[src/rtl/mb_dot_accum_pkg.sv]
// Shared definitions for the dot-product accumulator around mb32_top:
// controller state encoding, default operand width / multiplier latency,
// and the bit positions inside a pipeline tag.
package mb_dot_accum_pkg;

    typedef enum logic [1:0] {
        ST_ACCUM = 2'd0,
        ST_DRAIN = 2'd1,
        ST_HOLD  = 2'd2
    } state_t;

    localparam int DEF_WIDTH    = 32;
    localparam int DEF_MULT_LAT = 3;

    // Tag layout: {v, last}
    localparam int TAG_V    = 1;
    localparam int TAG_LAST = 0;

endpackage

[src/rtl/mb_tag_pipe.sv]
// Tag shift register that follows each accepted operand pair through the
// multiplier. A tag leaving the tail marks the cycle in which product1
// belongs to that pair. Empty (zero) tags fill the slots of input bubbles.
module mb_tag_pipe
    import mb_dot_accum_pkg::*;
#(
    parameter int DEPTH = DEF_MULT_LAT + 1
) (
    input  logic       CLK,
    input  logic       RST,
    input  logic [1:0] tag_in,
    output logic [1:0] tag_out,
    output logic       any_v
);

    logic [1:0] pipe [DEPTH];

    // Advance every tag one stage per clock; stage 0 takes the new tag
    always_ff @(posedge CLK or posedge RST) begin
        if (RST) begin
            for (int i = 0; i < DEPTH; i++) begin
                pipe[i] <= '0;
            end
        end else begin
            pipe[0] <= tag_in;
            for (int i = 1; i < DEPTH; i++) begin
                pipe[i] <= pipe[i-1];
            end
        end
    end

    assign tag_out = pipe[DEPTH-1];

    // Flag any pair still in flight through the multiplier
    always_comb begin
        any_v = 1'b0;
        for (int i = 0; i < DEPTH; i++) begin
            any_v = any_v | pipe[i][TAG_V];
        end
    end

endmodule

[src/rtl/mb_dot_accum.sv]
// Dot-product wrapper for mb32_top: registers operand pairs onto mx1/my1,
// tracks them through the fixed multiplier latency with a tag pipe, sums
// the returning products and hands out one result per VEC_LEN pairs.
//
// state    | meaning
// ---------+------------------------------------------------------------
// ST_ACCUM | accepting pairs, in_ready=1
// ST_DRAIN | all pairs accepted, waiting for the last product to return
// ST_HOLD  | result presented, waiting for res_ready
module mb_dot_accum
    import mb_dot_accum_pkg::*;
#(
    parameter int WIDTH     = DEF_WIDTH,
    parameter int MULT_LAT  = DEF_MULT_LAT,
    parameter int VEC_LEN   = 16,
    parameter int ACC_WIDTH = 72
) (
    input  logic                   CLK,
    input  logic                   RST,
    input  logic                   in_valid,
    output logic                   in_ready,
    input  logic [WIDTH-1:0]       in_x,
    input  logic [WIDTH-1:0]       in_y,
    output logic [WIDTH-1:0]       mx1,
    output logic [WIDTH-1:0]       my1,
    input  logic [2*WIDTH-1:0]     product1,
    output logic                   res_valid,
    input  logic                   res_ready,
    output logic [ACC_WIDTH-1:0]   res_data,
    output logic                   res_ovf,
    output logic                   busy
);

    localparam int CNT_W = (VEC_LEN > 1) ? $clog2(VEC_LEN) : 1;
    localparam int SUM_W = ACC_WIDTH + 1;
    localparam logic [CNT_W-1:0] LAST_IDX = CNT_W'(VEC_LEN - 1);

    state_t               state;
    state_t               state_nxt;
    logic [CNT_W-1:0]     elem_cnt;
    logic [ACC_WIDTH-1:0] acc;
    logic                 ovf_acc;
    logic                 accept;
    logic                 in_last;
    logic [1:0]           tag_in;
    logic [1:0]           tag_tail;
    logic                 tag_any;
    logic                 cap_v;
    logic                 cap_last;
    logic [SUM_W-1:0]     sum;

    assign accept   = in_valid && in_ready;
    assign in_last  = (elem_cnt == LAST_IDX);
    assign tag_in   = {accept, accept && in_last};
    assign cap_v    = tag_tail[TAG_V];
    assign cap_last = tag_tail[TAG_LAST];
    // Extra top bit catches the carry out of the accumulator
    assign sum      = {1'b0, acc} + SUM_W'(product1);
    assign busy     = (state != ST_ACCUM) || tag_any;

    mb_tag_pipe #(
        .DEPTH (MULT_LAT + 1)
    ) u_tag_pipe (
        .CLK     (CLK),
        .RST     (RST),
        .tag_in  (tag_in),
        .tag_out (tag_tail),
        .any_v   (tag_any)
    );

    // Controller state register
    always_ff @(posedge CLK or posedge RST) begin
        if (RST) begin
            state <= ST_ACCUM;
        end else begin
            state <= state_nxt;
        end
    end

    // Next-state and in_ready decode
    always_comb begin
        state_nxt = state;
        in_ready  = 1'b0;
        case (state)
            ST_ACCUM: begin
                in_ready = 1'b1;
                if (accept && in_last) begin
                    state_nxt = ST_DRAIN;
                end
            end
            ST_DRAIN: begin
                if (cap_v && cap_last) begin
                    state_nxt = ST_HOLD;
                end
            end
            ST_HOLD: begin
                if (res_valid && res_ready) begin
                    state_nxt = ST_ACCUM;
                end
            end
            default: state_nxt = ST_ACCUM;
        endcase
    end

    // Register accepted operands for the multiplier and count pairs
    always_ff @(posedge CLK or posedge RST) begin
        if (RST) begin
            mx1      <= '0;
            my1      <= '0;
            elem_cnt <= '0;
        end else if (accept) begin
            mx1      <= in_x;
            my1      <= in_y;
            elem_cnt <= in_last ? '0 : elem_cnt + CNT_W'(1);
        end
    end

    // Sum returning products; the last tag closes the vector into the result
    always_ff @(posedge CLK or posedge RST) begin
        if (RST) begin
            acc       <= '0;
            ovf_acc   <= 1'b0;
            res_data  <= '0;
            res_ovf   <= 1'b0;
            res_valid <= 1'b0;
        end else begin
            if (cap_v) begin
                if (cap_last) begin
                    res_data  <= sum[ACC_WIDTH-1:0];
                    res_ovf   <= ovf_acc | sum[ACC_WIDTH];
                    res_valid <= 1'b1;
                    acc       <= '0;
                    ovf_acc   <= 1'b0;
                end else begin
                    acc       <= sum[ACC_WIDTH-1:0];
                    ovf_acc   <= ovf_acc | sum[ACC_WIDTH];
                end
            end
            if (state == ST_HOLD && res_valid && res_ready) begin
                res_valid <= 1'b0;
            end
        end
    end

endmodule

[config.mk]
export PLATFORM = sky130hd
export DESIGN_NAME = mb_dot_accum
export DESIGN_NICKNAME = d
export VERILOG_FILES = /design/src/rtl/mb_dot_accum_pkg.sv /design/src/rtl/mb_tag_pipe.sv /design/src/rtl/mb_dot_accum.sv
export SDC_FILE = /design/constraint.sdc
export NUM_CORES = 1
export LEC_CHECK = 0
export CAP_MARGIN = 15
export CORE_MARGIN = 2
export CORE_UTILIZATION = 40
export CTS_CLUSTER_SIZE = 24
export DETAILED_ROUTE_END_ITERATION = 8
export MAX_ROUTING_LAYER = met4
export PLACE_DENSITY = 0.68
export SYNTH_ARGS = -nofsm -noshare
export SYNTH_HDL_FRONTEND = slang
export SYNTH_SLANG_ARGS = --single-unit
[constraint.sdc]
create_clock -name CLK -period 7.1 [get_ports CLK]
set_clock_uncertainty 0.1 [all_clocks]
set_input_delay 0.71 -clock CLK [delete_from_list [all_inputs] [get_ports CLK]]
set_output_delay 0.71 -clock CLK [all_outputs]
set_load 0.01 [all_outputs]
==> results of run 1 <==
[cell usage after synthesis, drive strengths merged (7+ instances only)]
library cell / n / area [um2]
a21o: 28 / 211
ha: 65 / 813
nand2: 349 / 1310
xnor2: 40 / 350
o22ai: 66 / 413
o211ai: 10 / 85.1
o21ai: 110 / 554
clkbuf: 60 / 226
xor2: 27 / 236
o21bai: 14 / 105
nand2b: 7 / 51.3
a21oi: 86 / 445
a21boi: 8 / 60.1
nand4: 21 / 138
buf: 14 / 77.6
o31ai: 9 / 67.6
nor2: 49 / 184
nand3: 19 / 100
o21a: 11 / 82.6
inv: 89 / 334
a31oi: 11 / 68.8
nor3: 10 / 50.1
nor2b: 8 / 50.1
dfrtp: 225 / 5630
[cells by family after synthesis]
group	Yosys count
and+or+nand+nor	500
AOI/OAI and AO/OA	388
DFF	225
buffers and inverters	163
xor gates and xnor gates	67
adders and majority gates	66
muxes	1
[critical path, cell delays in order]
cell	delay, ns
clkdlybuf4s50_1	0.41
ha_1	0.46
nand2_1	0.16
or3_1	0.41
or4b_1	0.49
o211ai_2	0.41
a21oi_2	0.19
a21oi_4	0.34
a311oi_4	0.20
or3_1	0.36
a31oi_1	0.18
[state kept, by name, summed over array words and instances, names as in the netlist]
signal,flops
acc,72
mx1,32
res_data,72
u_tag_pipe.tag_out,2
res_valid,1
u_tag_pipe.pipe,6
res_ovf,1
ovf_acc,1
state,2
elem_cnt,4
my1,32
[metal layers]
metal	up-vias	share of wire [%]
met5	-	0
met4	0	1.9
met3	44	7.4
met2	348	45
met1	5131	45
li1	5328	-
[through the flow]
| stage | cells | area [um2] | setup WS [ns] | util [%] |
|---|---|---|---|---|
| after CTS | 2058 | 16300 | 3.16 | 53.4 |
| after global routing | 2058 | 16300 | 2.97 | 53.4 |
| after detailed placement | 2010 | 15300 | 2.63 | 50.2 |
| after global placement | 2010 | 15300 | 2.70 | 50.2 |
| after floorplan | 1410 | 12300 | 0.127 | - |
| final | 2058 | 16300 | 3.12 | 53.4 |
[area by class of cell]
cell class / instances / area share, %
Sequential cell: 225 / 34.6
Multi-Input combinational cell: 1022 / 37.3
Inverter: 89 / 2.10
Timing Repair Buffer: 278 / 17.0
Tap cell: 396 / 3.04
Clock buffer: 35 / 4.64
Clock inverter: 13 / 1.36
[worst max-delay path by stage]
stage	slack (ns)	from	endpoint	cells after the start
final	3.12	product1[25]	res_data[65]	11
after global routing	2.97	product1[4]	res_data[63]	12
after CTS	3.16	product1[25]	res_data[65]	11
after detailed placement	2.63	product1[25]	res_data[65]	11
after global placement	2.70	product1[25]	res_data[65]	11
after floorplan	0.13	RST	acc[0]	1
[power by group through the flow]
stage | sequential [mW] | combinational, mW | clock (mW)
after detailed placement | 2.20 | 4.02 | 0
after CTS | 2.19 | 4.04 | 1.54
after global routing | 2.26 | 4.47 | 1.60
final | 2.19 | 4.04 | 1.51
after floorplan | 2.29 | 2.45 | 0
after global placement | 2.19 | 3.97 | 0
==> impl_metrics.env, run 1 <==
export IMPL_status="complete, no violations"
export IMPL_first_global_vias=10900
export IMPL_met2_usage_pct=33.4
export IMPL_dieHeight_um=180
export IMPL_crit_type="in2reg"
export IMPL_io_pins=272
export IMPL_synth_top_family_by_area="compound AO/OA/AOI/OAI gates"
export IMPL_multi_input_area_um2=6070
export IMPL_switching_share_pct=40.8
export IMPL_overflow=0
export IMPL_core_area_um2=30500
export IMPL_cp_arrival_ns=4.33
export IMPL_required_ns=7.44
export IMPL_ctsResizeCount=0
export IMPL_ff_latch_area_um2=5630
export IMPL_critPathLaunchType="input pin"
export IMPL_regToRegSetupSlack_ns=3.35
export IMPL_ctsHoldBuffers=0
export IMPL_avgSynthCellArea_um2=8.75
export IMPL_power_total_mw=7.74
export IMPL_crit_path_end_kind="register"
export IMPL_syn_nets=1608
export IMPL_start_util_pct=40.4
export IMPL_antenna_found_initial=0
export IMPL_use_met1_pct=28.3
export IMPL_final_hold_viol_count=0
export IMPL_drive_above_1_share_pct=4.99
export IMPL_pwr_share_clk_pct=19.5
export IMPL_clkSlewWorstSetupHoldPaths_ns=0.06
export IMPL_setup_tns_ns=0
export IMPL_reg2reg_from="acc[25]"
export IMPL_met3_usage_pct=5.09
export IMPL_final_common_cell="nand2_1"
export IMPL_fp_dieW_um=180
export IMPL_ys_ff_latch=225
export IMPL_p_int_mw=4.58
export IMPL_min_to="u_tag_pipe.pipe[2]"
export IMPL_synth_compound_area_share_pct=19.9
export IMPL_synthFlopType="dfrtp_1"
export IMPL_yosys_area_share_adder_pct=6.76
export IMPL_mostFrequentLayoutCells="nand2_1, clkdlybuf4s50_1, dfrtp_1, o21ai_0, inv_1"
export IMPL_antenna_left=0
export IMPL_post_cts_buffers=0
export IMPL_reg2reg_depth=10
export IMPL_hpwl_um=24400
export IMPL_p_leak_nw=7.50
export IMPL_syn_to_final_growth_pct=32.1
export IMPL_synth_xor_area_share_pct=4.76
export IMPL_worst_slew_pin_slew_ns=0.970
export IMPL_fin_hold_ws_ns=0.250
export IMPL_max_cap_violations=0
export IMPL_rsz0062_at_grt="no"
export IMPL_routabilityCongestion=0.895
export IMPL_grt_usage_pct=21.4
export IMPL_drc=0
export IMPL_cts_root_buf="clkbuf_16"
export IMPL_synth_edf_count=0
export IMPL_r2r_end="res_data[65]"
export IMPL_netlist_area_um2=12300
export IMPL_period_share_pct=56.1
export IMPL_cts_made_buffers=26
export IMPL_ys_types=80
export IMPL_crit_path_max_fanout=8
export IMPL_clock_fmax_mhz=251
export IMPL_num_vias=10900
export IMPL_fin_crit_ns=3.98
export IMPL_via_per_inst=5.27
export IMPL_clock_latency_ns=0.53
export IMPL_hold_path_depth=0
export IMPL_routed_wl_um=33700
export IMPL_combPwrFrac_pct=52.2
export IMPL_hp_start="u_tag_pipe.pipe[4]"
export IMPL_diodes=0
export IMPL_ys_warn_count=0
export IMPL_synth_seq_area_share_pct=45.7
export IMPL_numPortBuffers=271
export IMPL_dr_pass1_iters=7
export IMPL_vdd_drop_max_mv=0.209
export IMPL_drtIter0Drc=648
export IMPL_grt_max_degree=106
export IMPL_busiest_layer="met2"
export IMPL_drv_slew=0
export IMPL_async_reset_ff_share_pct=100
export IMPL_synthSimpleGateAreaFrac_pct=17.7
export IMPL_htree_levels=1
export IMPL_final_nets=1840
export IMPL_row_count=64
export IMPL_relSlewSlack_pct=35.3
export IMPL_grt_pass1_wl_um=55800
export IMPL_p_switching_mw=3.16
export IMPL_power_frac_seq_pct=28.3
export IMPL_netlist_instances=1410
export IMPL_hold_class="reg2reg"
export IMPL_synth_mux_area_share_pct=0.0913
export IMPL_cts_sinks=225
export IMPL_fill_cells=2793
export IMPL_die_area_um2=32200
export IMPL_setup_viol=0
export IMPL_cts_tree="yes"
export IMPL_wl_per_cell_um=16.4
export IMPL_cts_buffer_depth=3
export IMPL_power_density_nw_per_um2=475
Note: power is estimated with default switching activity, not from simulation.
==> run 2: changes to the inputs <==
--- a/config.mk
+++ b/config.mk
@@ -11,7 +11,7 @@
 export CTS_CLUSTER_SIZE = 24
 export DETAILED_ROUTE_END_ITERATION = 8
 export MAX_ROUTING_LAYER = met4
-export PLACE_DENSITY = 0.68
+export PLACE_DENSITY = 0.66
 export SYNTH_ARGS = -nofsm -noshare
 export SYNTH_HDL_FRONTEND = slang
 export SYNTH_SLANG_ARGS = --single-unit
==> constraint.sdc (replaced) <==
create_clock -name CLK -period 3.7 [get_ports CLK]
set_clock_uncertainty 0.1 [all_clocks]
set_input_delay 0.37 -clock CLK [delete_from_list [all_inputs] [get_ports CLK]]
set_output_delay 0.37 -clock CLK [all_outputs]
set_load 0.01 [all_outputs]
==> run 2 against run 1 <==
Effect of this change: sequential power increased by 94%; largest cell class unchanged; critical endpoint is now acc[71]; cell count is 4.9% higher; critical path type is now reg2reg; routed wire length grew 5.4%; highest routed layer unchanged; worst setup slack got worse by 2.9 ns.
==> impl_metrics.env, run 2 (synthesized netlist as in run 1, its figures left out) <==
export IMPL_status="complete, no violations"
export IMPL_dr_pass1_iters=5
export IMPL_cts_buffer_depth=3
export IMPL_combPwrFrac_pct=55.0
export IMPL_clock_fmax_mhz=289
export IMPL_cp_arrival_ns=3.78
export IMPL_power_density_nw_per_um2=913
export IMPL_drive_above_1_share_pct=10.4
export IMPL_htree_levels=1
export IMPL_setup_tns_ns=0
export IMPL_path_common_cell="buf_4"
export IMPL_grt_pass1_wl_um=58400
export IMPL_ff_latch_area_um2=5630
export IMPL_syn_to_final_growth_pct=38.2
export IMPL_io_pins=272
export IMPL_cts_root_buf="clkbuf_16"
export IMPL_setup_viol=0
export IMPL_die_area_um2=32200
export IMPL_vdd_drop_max_mv=0.473
export IMPL_antenna_found_initial=0
export IMPL_fp_dieW_um=180
export IMPL_p_int_mw=9.31
export IMPL_overflow=0
export IMPL_p_leak_nw=7.97
export IMPL_switching_share_pct=40.2
export IMPL_via_per_inst=5.20
export IMPL_max_cap_violations=0
export IMPL_max_stage_delay_ns=0.48
export IMPL_setup_ws_ns=0.241
export IMPL_start_util_pct=40.4
export IMPL_crit_type="reg2reg"
export IMPL_routabilityCongestion=0.904
export IMPL_cts_tree="yes"
export IMPL_pre_cts_slack_ns=-0.209
export IMPL_crit_path_max_fanout=8
export IMPL_grt_usage_pct=22.5
export IMPL_numPortBuffers=271
export IMPL_hold_class="in2reg"
export IMPL_grt_max_degree=104
export IMPL_row_count=64
export IMPL_relSlewSlack_pct=42.9
export IMPL_crit_path_end_kind="register"
export IMPL_first_global_vias=11400
export IMPL_drv_slew=0
export IMPL_crit_chain="ha_1, nand4_1, buf_4, nor3_1, or4b_1, o211ai_2, a21oi_2, a21oi_4, a311oi_4, buf_4, o41ai_1"
export IMPL_clock_latency_ns=0.55
export IMPL_diodes=0
export IMPL_critPathLaunchType="register"
export IMPL_cts_made_buffers=26
export IMPL_final_hold_viol_count=0
export IMPL_pwr_share_clk_pct=17.8
export IMPL_final_common_cell="nand2_1"
export IMPL_power_frac_seq_pct=27.3
export IMPL_mostFrequentLayoutCells="nand2_1, clkdlybuf4s50_1, dfrtp_1, o21ai_0, buf_4"
export IMPL_fin_crit_ns=3.46
export IMPL_rsz0062_at_grt="no"
export IMPL_final_nets=1941
export IMPL_clkSlewWorstSetupHoldPaths_ns=0.06
export IMPL_num_vias=11200
export IMPL_antenna_left=0
export IMPL_drc=0
export IMPL_period_share_pct=93.5
export IMPL_cts_sinks=225
export IMPL_multi_input_area_um2=6080
export IMPL_p_switching_mw=6.26
export IMPL_required_ns=4.03
export IMPL_wl_per_cell_um=16.4
export IMPL_post_cts_buffers=0
export IMPL_dieHeight_um=180
export IMPL_hpwl_um=26400
export IMPL_cp_slowest_cell="or4b_1"
export IMPL_routed_wl_um=35500
export IMPL_core_area_um2=30500
export IMPL_top_regs="acc: 72 flops, res_data: 72 flops"
export IMPL_fin_hold_ws_ns=0.248
export IMPL_fill_cells=2786
export IMPL_worst_slew_pin_slew_ns=0.855
export IMPL_drtIter0Drc=747
[run 2: repair_timing]
action,4_1_cts,5_1_grt
hold endpoints to repair,2,0
hold buffers,1,0
resized for setup,0,2
setup endpoints to repair,0,3
[run 2: power by group through the flow]
stage                     registers, mW  logic, mW  clock network (mW)
after floorplan                    4.39       4.71                   0
after CTS                          4.25       8.55                2.84
after global placement             4.24       8.39                   0
after detailed placement           4.27       8.50                   0
after global routing               4.40       9.45                2.94
final                              4.24       8.56                2.76
[run 2: cell type report]
class | count | share of cell area [%]
Clock inverter | 8 | 0.756
Timing Repair Buffer | 379 | 20.8
Sequential cell | 225 | 33.0
Tap cell | 396 | 2.91
Clock buffer | 40 | 4.77
Multi-Input combinational cell | 1022 | 35.7
Inverter | 89 | 1.98
[run 2: layer usage]
metal / global-route usage, % / wire length (um)
met1: 29.1 / 15900
met2: 35.9 / 16500
met3: 5.37 / 2460
met4: 4.85 / 677
met5: - / 0
[run 2: worst paths after layout]
path                                     from            endpoint  slack, ns  cells after the start
min                                  in_y[18]             my1[18]       0.25                      3
max in group asynchronous                 RST        res_data[39]       2.12                      4
max                                   acc[15]             acc[71]       0.24                     11
max reg2reg                           acc[15]             acc[71]       0.24                     11
min in group asynchronous                 RST        res_data[10]       0.55                      3
min reg2reg                u_tag_pipe.pipe[6]  u_tag_pipe.pipe[4]       0.25                      0
[run 2: metrics by stage]
step / instances / total power [mW] / area, um2 / utilization (%)
after global placement: 2110 / 12.6 / 16100 / 52.7
after detailed placement: 2110 / 12.8 / 16100 / 52.7
final: 2159 / 15.6 / 17000 / 55.9
after floorplan: 1410 / 9.10 / 12300 / -
after CTS: 2159 / 15.6 / 17000 / 55.8
after global routing: 2159 / 16.8 / 17000 / 55.9
[run 2: worst max-delay path, delay by kind of cell (launching register included)]
kind            cells  cell delay (ns)
flops               1             0.39
simple gates        3             0.89
compound gates      5             1.19
buf+inv             2             0.35
fa+ha+maj           1             0.43
